**config.mk**
```make
export PLATFORM = sky130hd
export DESIGN_NAME = zbt_port_ctrl_flat
export DESIGN_NICKNAME = d
export VERILOG_FILES = /design/src/rtl/zbt_port_ctrl_pkg.sv /design/src/rtl/zbt_port_ctrl_if.sv /design/src/rtl/zbt_pipe_stage.sv /design/src/rtl/zbt_port_ctrl.sv /design/src/flat_wrapper.sv
export SDC_FILE = /design/constraint.sdc
export NUM_CORES = 1
export LEC_CHECK = 0
export BUFFER_PORTS_ARGS = -buffer_cell sky130_fd_sc_hd__buf_2
export CAP_MARGIN = 20
export CORE_ASPECT_RATIO = 1.2
export CORE_MARGIN = 3
export CORE_UTILIZATION = 45
export CTS_CLUSTER_DIAMETER = 120
export DETAILED_ROUTE_END_ITERATION = 12
export HOLD_SLACK_MARGIN = 0.08
export PLACE_DENSITY = 0.78
export SYNTH_ARGS = -nofsm -noshare
export SYNTH_HDL_FRONTEND = slang
export SYNTH_HIERARCHICAL = 1
export SYNTH_SLANG_ARGS = --single-unit
```
**constraint.sdc**
```tcl
create_clock -name clock -period 3.1 [get_ports clock]
set_input_delay 0.465 -clock clock [delete_from_list [all_inputs] [get_ports clock]]
set_output_delay 0.465 -clock clock [all_outputs]
set_load 0.02 [all_outputs]
```
**src/rtl/zbt_port_ctrl_pkg.sv**
```systemverilog
// Shared constants and FSM encoding for the ZBT port controller.
// Holds the default bus widths, the settle time and the pipeline depth.
package zbt_port_ctrl_pkg;

    localparam int DEF_ADDR_W     = 19;
    localparam int DEF_DATA_W     = 36;
    localparam int DEF_SETTLE_CYC = 16;

    // Stages from request acceptance to the pad data register
    localparam int PIPE_DEPTH = 3;

    typedef enum logic [1:0] {
        WAIT_LOCK = 2'd0,
        SETTLE    = 2'd1,
        RUN       = 2'd2
    } state_t;

    function automatic int cnt_width(input int n);
        return (n > 2) ? $clog2(n) : 1;
    endfunction

endpackage

```
**src/rtl/zbt_port_ctrl_if.sv**
```systemverilog
// User request/response bus plus the ZBT pad-side signals of the port controller.
// The controller uses the slave modport; the user and pad side use the master modport.
interface zbt_port_ctrl_if
    import zbt_port_ctrl_pkg::*;
#(
    parameter int ADDR_W = DEF_ADDR_W,
    parameter int DATA_W = DEF_DATA_W
) ();

    logic              req_valid;
    logic              req_ready;
    logic              req_we;
    logic [ADDR_W-1:0] req_addr;
    logic [DATA_W-1:0] req_wdata;
    logic              rsp_valid;
    logic [DATA_W-1:0] rsp_rdata;
    logic [ADDR_W-1:0] ram_addr;
    logic              ram_we_b;
    logic              ram_cen_b;
    logic [DATA_W-1:0] ram_dout;
    logic              ram_doe;
    logic [DATA_W-1:0] ram_din;

    modport master (
        output req_valid, req_we, req_addr, req_wdata, ram_din,
        input  req_ready, rsp_valid, rsp_rdata,
        input  ram_addr, ram_we_b, ram_cen_b, ram_dout, ram_doe
    );

    modport slave (
        input  req_valid, req_we, req_addr, req_wdata, ram_din,
        output req_ready, rsp_valid, rsp_rdata,
        output ram_addr, ram_we_b, ram_cen_b, ram_dout, ram_doe
    );

endinterface

```
**src/rtl/zbt_pipe_stage.sv**
```systemverilog
// One operation-tracking stage: valid/we tag plus write data.
// Clear kills the tag so a discarded operation never reaches the pads or the response.
module zbt_pipe_stage
    import zbt_port_ctrl_pkg::*;
#(
    parameter int DATA_W = DEF_DATA_W
) (
    input  logic              clock,
    input  logic              reset_n,
    input  logic              clear,
    input  logic              in_valid,
    input  logic              in_we,
    input  logic [DATA_W-1:0] in_data,
    output logic              out_valid,
    output logic              out_we,
    output logic [DATA_W-1:0] out_data
);

    always_ff @(posedge clock or negedge reset_n) begin
        if (!reset_n) begin
            out_valid <= 1'b0;
            out_we    <= 1'b0;
            out_data  <= '0;
        end else begin
            out_valid <= in_valid && !clear;
            out_we    <= in_we;
            out_data  <= in_data;
        end
    end

endmodule

```
**src/rtl/zbt_port_ctrl.sv**
```systemverilog
// Pipelined ZBT SRAM port controller: waits for clock lock, settles, then issues
// one read or write per cycle with write data two cycles and read data three cycles behind.
module zbt_port_ctrl
    import zbt_port_ctrl_pkg::*;
#(
    parameter int ADDR_W     = DEF_ADDR_W,
    parameter int DATA_W     = DEF_DATA_W,
    parameter int SETTLE_CYC = DEF_SETTLE_CYC
) (
    input  logic           clock,
    input  logic           reset_n,
    input  logic           locked,
    output logic           ready_state,
    zbt_port_ctrl_if.slave bus
);

    localparam int               CNT_W    = cnt_width(SETTLE_CYC);
    localparam logic [CNT_W-1:0] CNT_LAST = CNT_W'(SETTLE_CYC - 1);

    state_t           state_reg, state_next;
    logic [CNT_W-1:0] cnt_reg, cnt_next;
    logic             run_go;
    logic             accept;

    logic [PIPE_DEPTH:0]             st_valid;
    logic [PIPE_DEPTH:0]             st_we;
    logic [PIPE_DEPTH:0][DATA_W-1:0] st_data;

    always_ff @(posedge clock or negedge reset_n) begin
        if (!reset_n) begin
            state_reg <= WAIT_LOCK;
            cnt_reg   <= '0;
        end else begin
            state_reg <= state_next;
            cnt_reg   <= cnt_next;
        end
    end

    always_comb begin
        state_next = state_reg;
        cnt_next   = cnt_reg;
        case (state_reg)
            WAIT_LOCK: begin
                cnt_next = '0;
                if (locked) state_next = SETTLE;
            end
            SETTLE: begin
                if (!locked)                state_next = WAIT_LOCK;
                else if (cnt_reg == CNT_LAST) state_next = RUN;
                else                        cnt_next   = cnt_reg + CNT_W'(1);
            end
            RUN: begin
                if (!locked) state_next = WAIT_LOCK;
            end
            default: state_next = WAIT_LOCK;
        endcase
    end

    // Losing lock in RUN drops ready in the same cycle so nothing new is accepted
    always_comb begin
        ready_state   = (state_reg == RUN);
        run_go        = ready_state && locked;
        bus.req_ready = run_go;
    end

    assign accept      = bus.req_valid && run_go;
    assign st_valid[0] = accept;
    assign st_we[0]    = bus.req_we;
    assign st_data[0]  = bus.req_wdata;

    genvar gi;
    generate
        for (gi = 0; gi < PIPE_DEPTH; gi++) begin : g_stage
            zbt_pipe_stage #(.DATA_W(DATA_W)) u_stage (
                .clock     (clock),
                .reset_n   (reset_n),
                .clear     (!run_go),
                .in_valid  (st_valid[gi]),
                .in_we     (st_we[gi]),
                .in_data   (st_data[gi]),
                .out_valid (st_valid[gi+1]),
                .out_we    (st_we[gi+1]),
                .out_data  (st_data[gi+1])
            );
        end
    endgenerate

    // Last stage drives the pad data for the cycle the RAM expects write data
    assign bus.ram_doe  = st_valid[PIPE_DEPTH] && st_we[PIPE_DEPTH];
    assign bus.ram_dout = st_data[PIPE_DEPTH];

    always_ff @(posedge clock or negedge reset_n) begin
        if (!reset_n) begin
            bus.ram_addr  <= '0;
            bus.ram_we_b  <= 1'b1;
            bus.ram_cen_b <= 1'b1;
            bus.rsp_valid <= 1'b0;
            bus.rsp_rdata <= '0;
        end else begin
            if (accept) bus.ram_addr <= bus.req_addr;
            bus.ram_we_b  <= !(accept && bus.req_we);
            bus.ram_cen_b <= !run_go;
            bus.rsp_valid <= run_go && st_valid[PIPE_DEPTH] && !st_we[PIPE_DEPTH];
            if (run_go && st_valid[PIPE_DEPTH] && !st_we[PIPE_DEPTH])
                bus.rsp_rdata <= bus.ram_din;
        end
    end

endmodule

```
**src/flat_wrapper.sv**
```systemverilog
// flat-port wrapper written by rule: the top's interface ports become plain ports
module zbt_port_ctrl_flat import zbt_port_ctrl_pkg::*;
#(
    parameter int ADDR_W     = DEF_ADDR_W,
    parameter int DATA_W     = DEF_DATA_W,
    parameter int SETTLE_CYC = DEF_SETTLE_CYC
)
  (clock, reset_n, locked, ready_state, bus_req_valid, bus_req_we, bus_req_addr, bus_req_wdata, bus_ram_din, bus_req_ready, bus_rsp_valid, bus_rsp_rdata, bus_ram_addr, bus_ram_we_b, bus_ram_cen_b, bus_ram_dout, bus_ram_doe);
  zbt_port_ctrl_if #(.ADDR_W(ADDR_W), .DATA_W(DATA_W)) bus_i ();
  input  logic clock;
  input  logic reset_n;
  input  logic locked;
  output logic ready_state;
  input wire logic [$bits(bus_i.req_valid)-1:0] bus_req_valid;
  input wire logic [$bits(bus_i.req_we)-1:0] bus_req_we;
  input wire logic [$bits(bus_i.req_addr)-1:0] bus_req_addr;
  input wire logic [$bits(bus_i.req_wdata)-1:0] bus_req_wdata;
  input wire logic [$bits(bus_i.ram_din)-1:0] bus_ram_din;
  output wire logic [$bits(bus_i.req_ready)-1:0] bus_req_ready;
  output wire logic [$bits(bus_i.rsp_valid)-1:0] bus_rsp_valid;
  output wire logic [$bits(bus_i.rsp_rdata)-1:0] bus_rsp_rdata;
  output wire logic [$bits(bus_i.ram_addr)-1:0] bus_ram_addr;
  output wire logic [$bits(bus_i.ram_we_b)-1:0] bus_ram_we_b;
  output wire logic [$bits(bus_i.ram_cen_b)-1:0] bus_ram_cen_b;
  output wire logic [$bits(bus_i.ram_dout)-1:0] bus_ram_dout;
  output wire logic [$bits(bus_i.ram_doe)-1:0] bus_ram_doe;
  assign bus_i.req_valid = bus_req_valid;
  assign bus_i.req_we = bus_req_we;
  assign bus_i.req_addr = bus_req_addr;
  assign bus_i.req_wdata = bus_req_wdata;
  assign bus_i.ram_din = bus_ram_din;
  assign bus_req_ready = bus_i.req_ready;
  assign bus_rsp_valid = bus_i.rsp_valid;
  assign bus_rsp_rdata = bus_i.rsp_rdata;
  assign bus_ram_addr = bus_i.ram_addr;
  assign bus_ram_we_b = bus_i.ram_we_b;
  assign bus_ram_cen_b = bus_i.ram_cen_b;
  assign bus_ram_dout = bus_i.ram_dout;
  assign bus_ram_doe = bus_i.ram_doe;
  zbt_port_ctrl #(.ADDR_W(ADDR_W), .DATA_W(DATA_W), .SETTLE_CYC(SETTLE_CYC)) u_core (.clock(clock), .reset_n(reset_n), .locked(locked), .ready_state(ready_state), .bus(bus_i));
endmodule
```
==> out/metrics.yaml, run 1 <==
reg2reg_from: "u_core/state_reg[0]"
routed_wl_um: 10200
period_minus_slack_ns: 2.08
numPortBuffers: 192
largest_reg_flops: 108
grt_first_pass_wirelength_um: 16100
grt_setup_unrepaired: "false"
die_w_um: 108
max_slew_margin: 0.563
regArea_um2: 4460
critical_path.top_delay_family: "buffers and inverters"
status: "finished clean"
regMostFlops: "u_core/g_stage.u_stage/out_data"
clk_pin_slew_ns: 0.07
ys_types: 28
layout-drive-gt1-share: 0.594
tightest_slew_ns: 0.656
track_usage: 0.157
timing.fmax_mhz: 480
path_depth: 4
grt_pass1_vias: 3266
start_kind: "flip-flop"
final.setup.tns_ns: 0
via_per_inst: 4.49
path_buf_inv: 1
cts.repair.resized: 0
syn2layout_area_growth_pct: 31.0
syn_avg_cell_area_um2: 20.2
first_pass_iters: 5
finalSetupViolations: 0
endpoint_kind: "flip-flop"
coreArea_um2: 11800
post-synth-top-area-cell: "dfrtp_1"
dp_hpwl_um: 7320
layout.nets: 581
cts_root_buf: "clkbuf_16"
crit_fanout: 37
clkSinkCount: 178
fin_area_um2: 7290
final_max_slew_viol_count: 0
reg_top3: "u_core/g_stage.u_stage/out_data (108), u_core/bus.rsp_rdata (36), u_core/bus.ram_addr (19)"
ys_top_cells_by_area: "dfrtp_1 79%, mux2_4 7.8%, mux2_2 5.3%"
synth-seq-area-share: 0.801
syn_inst: 276
critPathKind: "reg -> reg"
dieArea_um2: 13700
grt-ovfl-total: 0
clockBufferDepth: 2
cap_violations: 0
r2r-end: "u_core/bus.rsp_rdata[14]"
critPathLaunch: "u_core/state_reg[0]"
antenna_found_initial: 0
wl_per_cell_um: 15.5
synth_top_area_frac: 0.792
hold_path_class: "in -> reg"
power_density_nw_per_um2: 641
cts_tree: "yes"
clk_latency_ns: 0.41
core.rowCount: 43
cp_slowest_cell: "buf_4"
vias: 2939
gp_congestion: 0.717
drtIter0Drc: 120
dpl_cell_area_um2: 6670
antenna_left: 0
multi_input_area_um2: 990
required_ns: 3.40
post-route-drc-count: 0
io_pins: 193
leakagePower_nw: 3.83
postCtsSetupBuffers: 0
max_stage_delay_ns: 0.54
start_util: 0.470
n_fill_cell: 902
htree_levels: 4
final_common_cell: "buf_2"
period_share: 0.672
synthesis.area_um2: 5560
die_height_um: 128
path_cells: "nand3b_4 -> nor3b_4 -> buf_4 -> mux2_2"
synth_nets: 373
ys.warnings.count: 6
finalHoldViolCount: 0
r2r_slack_ns: 1.02
cp-endpoint: "u_core/bus.rsp_rdata[14]"
numCtsBuffers: 17
synth-seq-cells: 178
worstRegToRegCells: 4
grt_max_degree: 79
critPathArrivalTime_ns: 2.38
final_cell_mix: "191 x buf_2, 176 x dfrtp_1, 29 x mux2_4"
p_total_mw: 4.67
clock_skew_ns: 0.00675
diodes: 0
peakVddDrop_v: 0.000443
[metrics by stage]
step                      hold WS (ns)  cells  setup WS [ns]  utilization
after floorplan                  0.169    276           1.43            -
final                            0.150    654           1.02        0.616
after detailed placement         0.335    621          0.951        0.564
after CTS                        0.125    654           1.01        0.616
after global routing             0.122    654          0.924        0.616
after global placement           0.331    621           1.02        0.564
[report_power, final]
part           leakage (nW)  total [mW]  internal (mW)  switching, mW
logic                  1.32       0.178         0.0696          0.109
registers              2.22        2.42           2.40         0.0244
clock network         0.291        2.07           1.11          0.965
[worst reg2reg max path: stages (launching register included)]
cell and delay [ns]:
dfrtp_1 0.50, nand3b_4 0.30, nor3b_4 0.20, buf_4 0.54
mux2_2 0.43
[layer usage]
layer  track usage  part of all wire
met2         0.267              0.54
met4        0.0542             0.012
met3        0.0599             0.077
met5             0                 0
met1         0.180              0.37
[worst min path at each step]
stage / start / endpoint / depth (start not counted)
CTS: bus_req_wdata[31] / u_core/g_stage[0].u_stage/out_data[31] / 1
detailed placement: u_core/g_stage[0].u_stage/out_data[30] / u_core/g_stage[1].u_stage/out_data[30] / 0
global route: bus_req_wdata[26] / u_core/g_stage[0].u_stage/out_data[26] / 1
floorplan: reset_n / u_core/bus.ram_addr[0] / 0
global placement: u_core/g_stage[0].u_stage/out_data[17] / u_core/g_stage[1].u_stage/out_data[17] / 0
finish: bus_req_wdata[31] / u_core/g_stage[0].u_stage/out_data[31] / 1
[cell families after synthesis]
| kind of cell | Yosys count | synth area share |
|---|---|---|
| buffers and inverters | 12 | 0.0223 |
| DFF | 178 | 0.801 |
| adders and majority gates | 1 | 0.00225 |
| muxes | 55 | 0.131 |
| and+or+nand+nor | 19 | 0.0304 |
| AOI/OAI and AO/OA | 11 | 0.0133 |
[cell usage after synthesis (all sizes together)]
library cell and instances:
nor3b 1, a31oi 1, a31o 1, o221ai 1, nor2b 4, nor2 1, dfrtp 176, nand4b 2
and3 3, and2 1, a21oi 2, ha 1, buf 9, nand2b 2, o21a 2, nand3b 2
mux2 55, nand2 2, nand4 1, inv 3, o21ai 3, dfstp 2, o31a 1
[cell type report]
| class | instances | area share |
|---|---|---|
| clock buffers | 18 | 0.0603 |
| clock inverters | 14 | 0.0228 |
| inverters | 3 | 0.00155 |
| multi-input cells | 86 | 0.136 |
| flip-flops and latches | 178 | 0.612 |
| well taps | 157 | 0.0270 |
| repair buffers | 198 | 0.141 |
[repair_timing]
item,CTS,global route
endpoints found under the setup margin,0,0
hold buffers,1,0
endpoints found under the hold margin,19,0
No activity file was read; power rests on OpenSTA's default activity.
==> run 2: changes to the inputs <==
==> constraint.sdc (replaced) <==
create_clock -name clock -period 2 [get_ports clock]
set_input_delay 0.3 -clock clock [delete_from_list [all_inputs] [get_ports clock]]
set_output_delay 0.3 -clock clock [all_outputs]
set_load 0.02 [all_outputs]
==> out/metrics.yaml, run 2 (same netlist as run 1, synthesis figures left out) <==
reg_top3: "u_core/g_stage.u_stage/out_data (108), u_core/bus.rsp_rdata (36), u_core/bus.ram_addr (19)"
start_util: 0.470  # unchanged
period_minus_slack_ns: 1.80  # -0.284 ns
required_ns: 2.30  # -1.10 ns
path_buf_inv: 1  # unchanged
period_share: 0.899  # +0.227
first_pass_iters: 4  # -1
postCtsSetupBuffers: 0  # unchanged
finalSetupViolations: 0  # unchanged
cts_tree: "yes"
drtIter0Drc: 136  # +13%
clockBufferDepth: 2  # unchanged
critPathKind: "reg -> reg"
worst_slack_ns: 0.203  # -0.816 ns
layout.nets: 621  # +6.9%
max_slew_margin: 0.741  # +0.178
clock_skew_ns: 0.0128  # +0.00604 ns
cts_root_buf: "clkbuf_16"
final_max_slew_viol_count: 0  # unchanged
pre_cts_ws_ns: 0.218  # -0.733 ns
crit_fanout: 37  # unchanged
hold_path_class: "in -> reg"
vias: 3132  # +6.6%
peakVddDrop_v: 0.000541  # +22%
leakagePower_nw: 4.01  # +4.6%
placedCellCount: 624  # +0.48%
syn2layout_area_growth_pct: 38.4
dp_hpwl_um: 7580  # +3.7%
regMostFlops: "u_core/g_stage.u_stage/out_data"
tightest_slew_ns: 0.388  # -0.268 ns
cts.repair.resized: 0  # unchanged
p_total_mw: 7.35  # +57%
via_per_inst: 4.51  # +0.42%
die_w_um: 108  # unchanged
power_density_nw_per_um2: 954  # +49%
finalHoldViolCount: 0  # unchanged
clk_latency_ns: 0.41  # about the same
clkSinkCount: 178  # unchanged
cap_violations: 0  # unchanged
post-route-drc-count: 0  # unchanged
track_usage: 0.167  # +0.00998
met2_usage: 0.295  # +0.0278
use_met3: 0.0494  # -0.0106
io_pins: 193  # unchanged
antenna_found_initial: 0  # unchanged
wl_per_cell_um: 15.6  # +0.17%
grt_use_met1: 0.188  # +0.00798
postLayoutCoreUtil: 0.651  # +0.0350
grt_max_degree: 60  # -24%
layout-drive-gt1-share: 0.553  # -0.0405
grt_first_pass_wirelength_um: 17400  # +8.0%
largest_reg_flops: 108  # unchanged
path_cells: "nand3b_4 -> nor3b_4 -> buf_12 -> mux2_2"
busiest_layer: "met2"
cp_slowest_cell: "dfrtp_1"
final.setup.tns_ns: 0  # unchanged
htree_levels: 4  # unchanged
max_stage_delay_ns: 0.54  # about the same
grt_setup_unrepaired: "false"
final_common_cell: "buf_2"
core.rowCount: 43  # unchanged
instances_no_fill: 694  # +6.1%
numPortBuffers: 192  # unchanged
start_kind: "flip-flop"
clk_pin_slew_ns: 0.07  # about the same
n_fill_cell: 831  # -7.9%
grt_pass1_vias: 3529  # +8.1%
endpoint_kind: "flip-flop"
critPathArrivalTime_ns: 2.09  # -0.29 ns
gp_congestion: 0.740  # +3.3%
die_height_um: 128  # unchanged
antenna_left: 0  # unchanged
dieArea_um2: 13700  # unchanged
diodes: 0  # unchanged
status: "finished clean"
final_cell_mix: "191 x buf_2, 176 x dfrtp_1, 38 x dlygate4sd3_1"
critical_path.top_delay_family: "flip-flops"
timing.fmax_mhz: 556  # +16%
routed_wl_um: 10800  # +6.3%
grt-ovfl-total: 0  # unchanged
numCtsBuffers: 17  # unchanged
coreArea_um2: 11800  # unchanged
==> run 2: cell types whose count changed in the layout (fill, tap and decap cells not counted), sizes merged <==
| cell | before | now |
|---|---|---|
| inv | 8 | 9 |
| dlygate4sd3 | 1 | 38 |
| clkinv | 8 | 5 |
| buf | 197 | 200 |
| clkbuf | 18 | 19 |
| bufinv | 0 | 1 |
==> run 2: final timing paths <==
path                       cells past startpoint                              startpoint                                endpoint  slack, ns
max reg2reg                                    4                     u_core/state_reg[1]                u_core/bus.rsp_rdata[14]       0.20
min                                            2                         bus_req_addr[0]                  u_core/bus.ram_addr[0]       0.12
min reg2reg                                    0  u_core/g_stage[1].u_stage/out_data[17]  u_core/g_stage[2].u_stage/out_data[17]       0.34
max in group asynchronous                      3                                 reset_n                    u_core/bus.ram_cen_b       0.97
max                                            4                     u_core/state_reg[1]                u_core/bus.rsp_rdata[14]       0.20
min in group asynchronous                      2                                 reset_n  u_core/g_stage[2].u_stage/out_data[29]       0.35
==> run 2: repair_timing <==
item                                   4_1_cts  5_1_grt
endpoints found under the hold margin       74        0
setup endpoints to repair                    0        0
hold buffers                                38        0
==> run 2: through the flow <==
step / hold WS (ns) / instance area, um2
floorplan: 0.00441 / 5560
global placement: 0.231 / 6720
detailed placement: 0.236 / 6720
CTS: 0.0966 / 7700
global route: 0.0893 / 7700
finish: 0.118 / 7700
==> run 2: layer usage <==
layer | share of wire | wire (um) | vias to the layer above
met5 | 0 | 0 | -
li1 | - | - | 1430
met2 | 0.54 | 5820 | 124
met4 | 0.020 | 220 | 0
met1 | 0.37 | 4030 | 1560
met3 | 0.067 | 723 | 18
==> run 2: where the power goes <==
part	total [mW]	internal, mW	switching, mW
combinational	0.345	0.161	0.184
clock	3.25	1.82	1.43
sequential	3.75	3.72	0.0377
==> run 2: layout make-up <==
class,instances,area (um2),share of cell area
clock buffers,19,443,0.0575
clock inverters,13,159,0.0206
inverters,3,11.3,0.00146
multi-input cells,86,990,0.129
flip-flops and latches,178,4460,0.579
well taps,157,196,0.0255
repair buffers,238,1450,0.188
==> run 3: changes to the inputs <==
--- a/config.mk
+++ b/config.mk
@@ -7,13 +7,15 @@
 export LEC_CHECK = 0
 export BUFFER_PORTS_ARGS = -buffer_cell sky130_fd_sc_hd__buf_2
 export CAP_MARGIN = 20
+export CELL_PAD_IN_SITES_DETAIL_PLACEMENT = 2
+export CELL_PAD_IN_SITES_GLOBAL_PLACEMENT = 2
 export CORE_ASPECT_RATIO = 1.2
 export CORE_MARGIN = 3
-export CORE_UTILIZATION = 45
+export CORE_UTILIZATION = 34
 export CTS_CLUSTER_DIAMETER = 120
 export DETAILED_ROUTE_END_ITERATION = 12
 export HOLD_SLACK_MARGIN = 0.08
-export PLACE_DENSITY = 0.78
+export PLACE_DENSITY = 0.83
 export SYNTH_ARGS = -nofsm -noshare
 export SYNTH_HDL_FRONTEND = slang
 export SYNTH_HIERARCHICAL = 1
==> out/metrics.yaml, run 3 (same netlist as run 1, synthesis figures left out) <==
regMostFlops: "u_core/g_stage.u_stage/out_data"
htree_levels: 4  # unchanged
final_max_slew_viol_count: 0  # unchanged
final.setup.tns_ns: 0  # unchanged
syn2layout_area_growth_pct: 40.1
clk_pin_slew_ns: 0.07  # about the same
r2r-end: "u_core/bus.rsp_rdata[12]"
drtIter0Drc: 85  # -38%
dp_hpwl_um: 9380  # +24%
dieArea_um2: 17900  # +31%
post-route-drc-count: 0  # unchanged
cp-endpoint: "bus_req_ready"
first_pass_iters: 3  # -1
worstRegToRegCells: 4  # unchanged
io_pins: 193  # unchanged
die_height_um: 146  # +14%
max_slew_margin: 0.659  # -0.0827
endpoint_kind: "primary output"
via_per_inst: 4.33  # -4.0%
final_cell_mix: "191 x buf_2, 176 x dfrtp_1, 38 x dlygate4sd3_1"
coreArea_um2: 15800  # +34%
largest_reg_flops: 108  # unchanged
r2r_slack_ns: 0.20  # about the same
dpl_cell_area_um2: 6800  # +1.2%
status: "finished clean"
gp_congestion: 0.693  # -6.4%
period_share: 0.955  # +0.0565
peakVddDrop_v: 0.000536  # -0.97%
numPortBuffers: 192  # unchanged
layout.nets: 622  # +0.16%
grt_pass1_vias: 3926  # +11%
period_minus_slack_ns: 1.91  # +0.113 ns
clk_latency_ns: 0.42  # about the same
clock_skew_ns: 0.0111  # -0.00168 ns
power_density_nw_per_um2: 958  # +0.38%
layout-drive-gt1-share: 0.556  # +0.00269
antenna_found_initial: 2  # +2
cts_root_buf: "clkbuf_16"
leakagePower_nw: 4.02  # +0.30%
postCtsSetupBuffers: 0  # unchanged
vias: 3239  # +3.4%
tightest_slew_ns: 0.512  # +0.124 ns
start_util: 0.352  # -0.119
grt-ovfl-total: 0  # unchanged
track_usage: 0.162  # -0.00445
finalHoldViolCount: 0  # unchanged
hold_path_class: "in -> reg"
finalSetupViolations: 0  # unchanged
start_kind: "flip-flop"
routed_wl_um: 13900  # +29%
reg_top3: "u_core/g_stage.u_stage/out_data (108), u_core/bus.rsp_rdata (36), u_core/bus.ram_addr (19)"
cap_violations: 0  # unchanged
antenna_left: 0  # unchanged
instances_no_fill: 748  # +7.8%
critPathKind: "reg -> out"
grt_max_degree: 52  # -13%
numCtsBuffers: 17  # unchanged
timing.fmax_mhz: 523  # -5.9%
final_common_cell: "buf_2"
die_w_um: 123  # +14%
clockBufferDepth: 2  # unchanged
required_ns: 1.70  # -0.60 ns
grt_first_pass_wirelength_um: 21900  # +26%
placedCellCount: 676  # +8.3%
fin_area_um2: 7800  # +1.3%
reg2reg_from: "u_core/state_reg[0]"
critPathLaunch: "u_core/state_reg[0]"
wl_per_cell_um: 18.6  # +20%
crit_fanout: 10  # -73%
critPathArrivalTime_ns: 1.61  # -0.48 ns
core.rowCount: 50  # +16%
grt_setup_unrepaired: "false"
cts_tree: "yes"
clkSinkCount: 178  # unchanged
## run 3: changes by cell type in the layout (fill, tap and decap cells not counted)
cell      delta
diode_2      +2
inv_6        +2
buf_12       +1
clkbuf_1     -1
clkbuf_8     -1
clkinv_4     -1
clkinv_8     +1
## run 3: critical path: stages (launching register included)
cell	delay, ns
dfrtp_1	0.56
nand3b_4	0.24
buf_4	0.18
inv_1	0.05
buf_2	0.16
## run 3: cell type report
| type | instances | area, um2 |
|---|---|---|
| timing repair buffer | 239 | 1470 |
| sequential | 178 | 4460 |
| clock inverter | 15 | 184 |
| antenna | 2 | 5.00 |
| fill | 1471 | 8030 |
| tap | 208 | 260 |
| clock buffer | 17 | 425 |
| inverter | 3 | 11.3 |
| multi-input combinational | 86 | 990 |
## run 3: worst min-delay path by stage
stage | start | end | slack (ns) | depth (start not counted)
2_1_floorplan | reset_n | u_core/bus.ram_addr[0] | 0.004 | 0
3_3_place_gp | reset_n | u_core/bus.rsp_rdata[5] | 0.29 | 1
3_5_place_dp | reset_n | u_core/g_stage[2].u_stage/out_data[11] | 0.30 | 1
4_1_cts | bus_req_addr[0] | u_core/bus.ram_addr[0] | 0.08 | 2
5_1_grt | bus_req_addr[3] | u_core/bus.ram_addr[3] | 0.09 | 2
6_report | bus_req_addr[0] | u_core/bus.ram_addr[0] | 0.10 | 2
## run 3: power breakdown
| group | internal (mW) | switching, mW |
|---|---|---|
| clock | 1.80 | 1.55 |
| sequential | 3.71 | 0.0467 |
| combinational | 0.163 | 0.193 |
## run 3: what timing repair did
item | in CTS | in global routing
hold buffers | 38 | 0
hold endpoints to repair | 84 | 0
resized for setup | 0 | 0
## run 3: metrics by stage
stage / util / setup slack, ns / total power, mW / hold slack (ns)
floorplan: - / 0.367 / 3.88 / 0.00441
global placement: 0.430 / 0.309 / 4.10 / 0.286
detailed placement: 0.430 / 0.224 / 4.13 / 0.295
CTS: 0.492 / 0.0523 / 7.59 / 0.0829
global route: 0.493 / 0.00280 / 7.80 / 0.0937
finish: 0.493 / 0.0896 / 7.47 / 0.103
## run 3: layer usage
layer | GRT usage | vias up | wire, um
met3 | 0.0387 | 21 | 889
met4 | 0.0678 | 0 | 276
met5 | 0 | - | 0
met1 | 0.172 | 1666 | 4780
met2 | 0.301 | 128 | 8000
li1 | - | 1424 | -
